### src/rtl/mcu_run_ctrl.sv
// ============================================================================
// Module      : mcu_run_ctrl
// Description : Execution controller for the single-cycle MCU. It supports
//               halt, run, single-step and a PC breakpoint, and it keeps a
//               retired-instruction counter.
// Revision    : 1.0 - initial release
// ============================================================================
`default_nettype none

module mcu_run_ctrl #(
    parameter int PC_W  = 16,
    parameter int CNT_W = 16
) (
    input  logic             clk,
    input  logic             nClear,
    input  logic             run_req,
    input  logic             step_req,
    input  logic             bp_en,
    input  logic [PC_W-1:0]  bp_addr,
    input  logic [PC_W-1:0]  pc,
    output logic             cpu_en,
    output logic [1:0]       state,
    output logic             bp_hit,
    output logic [CNT_W-1:0] retired
);

    localparam logic [1:0] c_S_HALT = 2'b00;
    localparam logic [1:0] c_S_RUN  = 2'b01;
    localparam logic [1:0] c_S_STEP = 2'b10;
    localparam logic [1:0] c_S_BRK  = 2'b11;

    logic [1:0]       r_state;
    logic [1:0]       w_state_next;
    logic             r_skip;
    logic             r_bp_hit;
    logic [CNT_W-1:0] r_retired;
    logic             w_brk;
    logic             w_cpu_en;

    // State register: async reset drops cpu_en at once because the decode is combinational
    always_ff @(posedge clk or negedge nClear) begin
        if (!nClear) begin
            r_state <= c_S_HALT;
        end else begin
            r_state <= w_state_next;
        end
    end

    always_comb begin
        w_state_next = r_state;
        case (r_state)
            c_S_HALT, c_S_BRK: begin
                if (run_req) begin
                    w_state_next = c_S_RUN;
                end else if (step_req) begin
                    w_state_next = c_S_STEP;
                end
            end
            c_S_RUN: begin
                if (run_req) begin
                    w_state_next = c_S_HALT;
                end else if (w_brk) begin
                    w_state_next = c_S_BRK;
                end
            end
            c_S_STEP: w_state_next = c_S_HALT;
            default:  w_state_next = c_S_HALT;
        endcase
    end

    // skip masks the breakpoint only at the instruction being resumed from
    always_comb begin
        w_brk    = bp_en & (pc == bp_addr) & ~r_skip;
        w_cpu_en = (r_state == c_S_STEP) | ((r_state == c_S_RUN) & ~w_brk);
    end

    always_ff @(posedge clk or negedge nClear) begin
        if (!nClear) begin
            r_skip    <= 1'b0;
            r_bp_hit  <= 1'b0;
            r_retired <= '0;
        end else begin
            if ((w_state_next == c_S_RUN) && (r_state != c_S_RUN)) begin
                r_skip <= 1'b1;
            end else if ((r_state == c_S_RUN) && w_cpu_en) begin
                r_skip <= 1'b0;
            end

            if ((r_state == c_S_RUN) && (w_state_next == c_S_BRK)) begin
                r_bp_hit <= 1'b1;
            end else if ((r_state == c_S_BRK) && (run_req || step_req)) begin
                r_bp_hit <= 1'b0;
            end

            if (w_cpu_en) begin
                r_retired <= r_retired + CNT_W'(1);
            end
        end
    end

    assign cpu_en  = w_cpu_en;
    assign state   = r_state;
    assign bp_hit  = r_bp_hit;
    assign retired = r_retired;

endmodule

`default_nettype wire

### config.mk
export PLATFORM = sky130hd
export DESIGN_NAME = mcu_run_ctrl
export DESIGN_NICKNAME = d
export VERILOG_FILES = /design/src/rtl/mcu_run_ctrl.sv
export SDC_FILE = /design/constraint.sdc
export NUM_CORES = 1
export LEC_CHECK = 0
export ABC_AREA = 1
export BUFFER_PORTS_ARGS = -buffer_cell sky130_fd_sc_hd__buf_2
export CAP_MARGIN = 20
export CORE_UTILIZATION = 49
export CTS_CLUSTER_DIAMETER = 150
export DETAILED_ROUTE_END_ITERATION = 10
export PLACE_DENSITY = 0.88
export SLEW_MARGIN = 30
export SYNTH_ARGS = -nofsm -noshare
export SYNTH_HDL_FRONTEND = slang
export SYNTH_SLANG_ARGS = --single-unit
### constraint.sdc
create_clock -name clk -period 1.8 [get_ports clk]
set_input_delay 0.36 -clock clk [delete_from_list [all_inputs] [get_ports clk]]
set_output_delay 0.36 -clock clk [all_outputs]
set_load 0.03 [all_outputs]
Yosys cells after proc, flatten, opt, wreduce, memory -nomap -nowiden
Cells that the tools add are included.

cells by class
  add/sub/neg operators = 1
  equal/unequal tests = 7
  reduce and logical (&&, ||, !) cells = 9
  multiplexer cells = 9
  bitwise logic cells = 6

operator list
  cell                                                                    number
  16-bit by 1-bit adder with 16-bit output (second input constant)        1
  16-bit equality test                                                    1
  2-bit two-way mux                                                       4
  2-bit equality test (second input constant)                             3
  2-bit one-hot mux with 3 select lines                                   1
  2-bit by 1-bit equality test with 1-bit output (second input constant)  2
  1-bit logical AND                                                       4
  1-bit two-way mux                                                       4
  2-bit nonzero test                                                      2
  1-bit AND                                                               3
  2-bit logical NOT                                                       1
  2-bit by 1-bit != test with 1-bit output (second input constant)        1
  1-bit NOT                                                               2
  2-bit OR reduction                                                      1
  1-bit logical OR                                                        1
  1-bit OR                                                                1

word-level totals
  logic and storage cells = 36
  register bits = 20

Logic depth before layout (Yosys ltp)
Gate-level depths: netlist of the first run.

  depth after elaboration = 9
  mapped depth = 13
  gate-level depth less buffers = 12

Worst setup path before layout of the first run
No wires, ideal clock.

  path kind = register to register
  start point = reg r_retired[0] (netlist: retired[0])
  end point = reg r_retired[12] (netlist: retired[12])
  path slack = 0.115 ns
  clock period less this slack = 1.685 ns
  cell stages (with the launch flop) = 7
  arrival = 1.567 ns
  cells stage by stage = dfrtp_1 > ha_1 > nand3_1 > nor3_1 > nand3_1 > nand2_1 > nand2_1

on the way
  word-level cells in the longest chain between the ends = 1

ends and longest elaborated chain
  what                                      line  text
  start, declared                           36    logic [CNT_W-1:0] r_retired;
  start signal, assigned                    96    r_retired <= r_retired + CNT_W'(1);
  16-bit by 1-bit adder with 16-bit output  96

Every way passes these cells.
A chain may end at the register's enable or synchronous reset.

Worst setup path in the final report of the first run
  start point = reg r_state[0] (netlist: state[0])
  end point = out cpu_en

on the way
  word-level cells in the longest chain between the ends = 3

ends and longest elaborated chain
  what                                            line  text
  start, declared                                 32    logic [1:0] r_state;
  start signal, assigned                          43    r_state <= c_S_HALT;
  start signal, assigned                          45    r_state <= w_state_next;
  2-bit by 1-bit equality test with 1-bit output  74    w_cpu_en = (r_state == c_S_STEP) | ((r_state == c_S_RUN) & ~w_brk);
  1-bit AND                                       74
  1-bit OR (*)                                    74
  end, declared                                   21    output logic cpu_en,

Every way passes the cells marked *; elsewhere a longest branch is shown, timed or not.

==> results_dict.tcl, run 1 <==
set metrics [dict create \
    cts_tree "yes" \
    die_w_um 58.3 \
    syn-num-nets 249 \
    finClkSkew_ns 0.00526 \
    cts_max_level 1 \
    finalHoldViolCount 0 \
    min_path_type "in2reg" \
    layout_commonest_cell "nand2_1" \
    netlist_instances 208 \
    synthesis.area_mm2 0.00155 \
    grt_pass1_vias 1434 \
    post-route-drc-count 1 \
    worst_pin_slew_ns 0.454 \
    preCtsSetupSlack_ns 0.117 \
    cts-buffers-inserted 3 \
    layout_common_cells "nand2_1 (65), buf_2 (55), inv_1 (40)" \
    path_delay_family "flip-flops" \
    clock.fmax_mhz 577 \
    power-per-cell-area_mw_per_mm2 1350 \
    io_buffer_count 56 \
    place.gp.congestion 0.834 \
    track_usage_pct 21.7 \
    path_common_cell "inv_1" \
    cp-start-kind "register" \
    maxCapViolations 0 \
    slowest_stage "dfrtp_1" \
    fillerInstances 258 \
    clockBufferDepth 2 \
    status "finished with violations" \
    ys_seq_area_share_pct 32.3 \
    vdd.ir_drop.worst_mv 0.979 \
    via_per_inst 4.56 \
    initial_core_util_pct 51.2 \
    core_area_mm2 0.00303 \
    rsz0062_at_grt "yes" \
    wl_um 3340 \
    max_stage_delay_ns 0.41 \
    rows 20 \
    die-area_mm2 0.00340 \
    clock_latency_ns 0.31 \
    final_min_period_over_clock_period_pct 96.3 \
    antenna_found_initial 0 \
    path_clk_slew_ns 0.12 \
    ys_warn_count 0 \
    postRouteAntennaNets 0 \
    cp_num_buf_inv 3 \
    violations "design-rule violations" \
    finalSetupViolCount 0 \
    place_hpwl_um 2540 \
    stdcell_area_mm2 0.00199 \
    crit_chain "inv_1, ha_1, inv_1, nand2_4, buf_6" \
    wire_per_inst_um 10.4 \
    drive_gt1_share_pct 35.1 \
    slew_headroom_pct 69.7 \
    worstPathArrival_ns 1.37 \
    syn_avg_cell_area_um2 7.46 \
    drt-initial-drc-count 45 \
    place_area_mm2 0.00189 \
    hold_ws_ns 0.367 \
    antenna_cells 0 \
    period_minus_slack_ns 1.73 \
    grt_max_degree 21 \
    critPathKind "reg2out" \
    critPathMaxFanout 4 \
    finalMaxSlewViolations 0 \
    final_util_pct 65.9 \
    cts-root-buf "clkbuf_4" \
    vias 1458 \
    clock-sinks 20 \
    required_ns 1.44 \
    cp-end-kind "output port" \
    p_leak_nw 1.21 \
    dieHeight_um 58.3 \
    grt_pass1_wl_um 5710 \
    first_pass_iters 7 \
    synth_seq_cells 20 \
    area_growth_pct 28.5 \
    io_pins 57 \
    overflow 0 \
    synth.distinct_cells 24 \
    fin_ws_ns 0.0668 \
    layout.nets 318 \
]
==> cell families (layout without fill, tap and decap cells) <==
family | Yosys count | after routing | share of synthesized area, %
AO/OA/AOI/OAI | 4 | 4 | 1.29
adder cells (fa/ha/maj) | 4 | 4 | 3.23
buffers and inverters | 44 | 112 | 12.2
AND/OR/NAND/NOR | 118 | 118 | 37.5
XOR/XNOR | 18 | 18 | 13.5
flip-flops | 20 | 20 | 32.3
==> metal layers <==
metal,track usage [%],vias to the layer above,wire length (um)
met1,25.3,669,1400
li1,-,750,-
met3,4.02,6,152
met4,8.16,0,69
met2,39.4,33,1710
met5,0,-,0
==> registers in the layout (all words and copies together), names as in the netlist <==
name / flops
bp_hit: 1
r_skip: 1
retired: 16
state: 2
==> synthesized netlist by cell type <==
library cell	number	area (um2)
o21ai_0	2	10.0
xor2_2	7	114
nand2_1	65	244
nor4_2	1	12.5
nor3_2	2	20.0
xor2_1	3	26.3
o21ai_1	1	5.00
nand3_1	10	50.1
inv_2	2	7.51
nor2_2	2	12.5
dfrtp_1	20	500
ha_1	4	50.1
nand2_4	9	101
buf_6	1	11.3
nor3_1	5	25.0
a21oi_1	1	5.00
xnor2_1	8	70.1
buf_12	1	20.0
nand4_1	4	25.0
nor4_1	1	6.26
nor2_1	15	56.3
nand3_2	1	10.0
nand2_2	3	18.8
inv_1	40	150
==> final cells by class <==
type                            instances  area [um2]  area share (%)
Clock inverter                          1        30.0            1.51
Inverter                               42         158            7.90
Sequential cell                        20         500            25.1
Clock buffer                            3        22.5            1.13
Tap cell                               44        55.1            2.76
Timing Repair Buffer                   66         364            18.3
Multi-Input combinational cell        144         865            43.4
==> per-stage QoR <==
stage / total power, W / cells / setup TNS, ns
final: 0.00270 / 320 / 0
after global routing: 0.00288 / 320 / -0.0319
after CTS: 0.00265 / 317 / 0
after detailed placement: 0.00223 / 310 / 0
after global placement: 0.00219 / 310 / 0
after floorplan: 0.00190 / 208 / 0
==> path summary, 6_finish.rpt <==
| kind | start | to | slack (ns) | depth (start not counted) |
|---|---|---|---|---|
| max reg2reg | state[1] | retired[5] | 0.27 | 8 |
| min in group asynchronous | nClear | retired[3] | 0.53 | 2 |
| min reg2reg | bp_hit | bp_hit | 0.49 | 2 |
| min | run_req | state[1] | 0.37 | 4 |
| max | state[0] | cpu_en | 0.07 | 5 |
| max in group asynchronous | nClear | retired[10] | 0.96 | 2 |
==> power by group <==
group	switching (W)	internal [W]	leakage, nW
Combinational	0.00102	0.000547	0.946
Clock	0.000144	0.000225	0.0279
Sequential	0.000158	0.000604	0.239
Total	0.00132	0.00138	1.21
==> timing repair <==
action,4_1_cts,5_1_grt
resized for setup,3,0
setup endpoints to repair,1,1
pin swaps,1,3
endpoints found under the hold margin,20,0
cloned,0,0
hold buffers,1,0
buffers inserted,2,3
==> worst reg2reg max path: stages (launching register included) <==
cell,delay (ns)
dfrtp_1,0.45
inv_1,0.10
ha_2,0.23
nand2_4,0.07
nand2_4,0.07
buf_4,0.10
buf_4,0.19
nand2_4,0.07
xor2_2,0.14
Note: power is estimated with default switching activity, not from simulation.
==> run 2: changes to the inputs <==
--- a/config.mk
+++ b/config.mk
@@ -8,10 +8,11 @@
 export ABC_AREA = 1
 export BUFFER_PORTS_ARGS = -buffer_cell sky130_fd_sc_hd__buf_2
 export CAP_MARGIN = 20
+export CORE_ASPECT_RATIO = 2
 export CORE_UTILIZATION = 49
 export CTS_CLUSTER_DIAMETER = 150
 export DETAILED_ROUTE_END_ITERATION = 10
-export PLACE_DENSITY = 0.88
+export PLACE_DENSITY = 0.85
 export SLEW_MARGIN = 30
 export SYNTH_ARGS = -nofsm -noshare
 export SYNTH_HDL_FRONTEND = slang
==> run 2 against run 1 <==
The flow now finishes without violations. Core utilization up 0.18 points. Global-route usage up 0.41 points. Maximum frequency up 0.81%. Wire length up 4.0%. Sequential power about the same. Total power down 1.6%. Via count up 2.1%. Cell area down 1.4%. Critical path type unchanged. Largest power group unchanged.
==> results_dict.tcl, run 2 (synthesized netlist as in run 1, its figures left out) <==
set metrics [dict create \
    critPathKind "reg2out" \
    required_ns 1.44 \
    clockBufferDepth 2 \
    die_w_um 41.8 \
    clock-sinks 20 \
    preCtsSetupSlack_ns 0.0894 \
    finClkSkew_ns 0.00166 \
    wl_met1_um 1210 \
    hold_ws_ns 0.0359 \
    final_cells 302 \
    antenna_cells 0 \
    cts_hold_buffers 0 \
    initial_core_util_pct 52.1 \
    finalHoldViolCount 0 \
    critPathMaxFanout 4 \
    area_growth_pct 26.8 \
    cp-start-kind "register" \
    place_hpwl_um 2830 \
    p_leak_nw 1.20 \
    clock.fmax_mhz 582 \
    postRouteAntennaNets 0 \
    dieHeight_um 81.6 \
    post-route-drc-count 0 \
    worst_pin_slew_ns 0.456 \
    cts_tree "yes" \
    fin_ws_ns 0.0808 \
    die-area_mm2 0.00341 \
    path_delay_family "buffers and inverters" \
    drt-initial-drc-count 25 \
    core_area_mm2 0.00298 \
    finalSetupViolCount 0 \
    vias 1488 \
    cp-end-kind "output port" \
    antenna_found_initial 0 \
    first_pass_iters 4 \
    overflow 0 \
    place.gp.congestion 0.752 \
    power-per-cell-area_mw_per_mm2 1350 \
    cts_max_level 1 \
    wire_per_inst_um 11.5 \
    largest_reg_flops 16 \
    min_path_type "in2async" \
    layout_commonest_cell "nand2_1" \
    clock_latency_ns 0.26 \
    status "completed" \
    grt_pass1_vias 1425 \
    maxCapViolations 0 \
    cp_num_buf_inv 3 \
    grt_pass1_wl_um 5800 \
    slew_headroom_pct 69.6 \
    final_min_period_over_clock_period_pct 95.5 \
    crit_chain "inv_1, ha_1, inv_1, nand2_4, buf_4" \
    period_minus_slack_ns 1.72 \
    setup-tns-final_ns 0 \
    drive_gt1_share_pct 35.3 \
    max_stage_delay_ns 0.41 \
    finalMaxSlewViolations 0 \
    wl_met3_um 187 \
    io_buffer_count 56 \
    cts-buffers-inserted 3 \
    power_w 0.00265 \
    slowest_stage "dfrtp_1" \
    wl_um 3470 \
    layout.nets 314 \
    grt_max_degree 21 \
    via_per_inst 4.93 \
    worstPathArrival_ns 1.36 \
    vdd.ir_drop.worst_mv 1.18 \
    dr_wl_met2_um 1990 \
    track_usage_pct 22.1 \
    fillerInstances 251 \
    path_clk_slew_ns 0.07 \
    top_layer "met4" \
    path_common_cell "inv_1" \
    io_pins 57 \
    rows 28 \
    cts-root-buf "clkbuf_8" \
    dp_cells 296 \
    layout_common_cells "nand2_1 (65), buf_2 (55), inv_1 (40)" \
]
-- run 2: changes by cell type in the layout (fill, tap and decap cells not counted), sizes merged --
cell / change
buf: -3
bufinv: -1
clkbuf: +1
dlygate4sd3: -1
-- run 2: timing repair --
item	4_1_cts	5_1_grt
setup buffers	0	2
endpoints found under the setup margin	0	2
resized for setup	0	6
hold endpoints to repair	0	0
-- run 2: path summary, 6_finish.rpt --
check	cells after the start	end	startpoint	slack (ns)
setup / recovery	5	cpu_en	state[0]	0.08
hold / removal	1	retired[12]	nClear	0.04
setup reg to reg	7	retired[14]	retired[0]	0.19
hold reg to reg	2	bp_hit	bp_hit	0.48
max in group asynchronous	1	retired[2]	nClear	1.45
min in group clk	4	bp_hit	run_req	0.40
-- run 2: through the flow --
step	cell area, um2	util, %
2_1_floorplan	1550	-
6_report	1970	66.1
5_1_grt	1970	66.1
3_3_place_gp	1880	63.2
3_5_place_dp	1880	63.2
4_1_cts	1940	65.0
-- run 2: power by group --
part	internal, W	switching [W]	total (W)
clock network	0.000195	0.000149	0.000344
registers	0.000606	0.000157	0.000762
logic	0.000528	0.00102	0.00155
total	0.00133	0.00132	0.00265
-- run 2: layout make-up --
cell class,instances,area (um2),area share [%]
multi-input combinational,144,876,44.5
sequential,20,500,25.4
timing repair buffer,62,340,17.3
inverter,42,158,8.02
clock buffer,4,55.1,2.80
tap,30,37.5,1.91
-- run 2: per-layer routing --
layer / up-vias / global-route usage [%]
met3: 9 / 2.86
met1: 673 / 20.3
met5: - / 0
met2: 60 / 45.5
li1: 746 / -
met4: 0 / 10.6
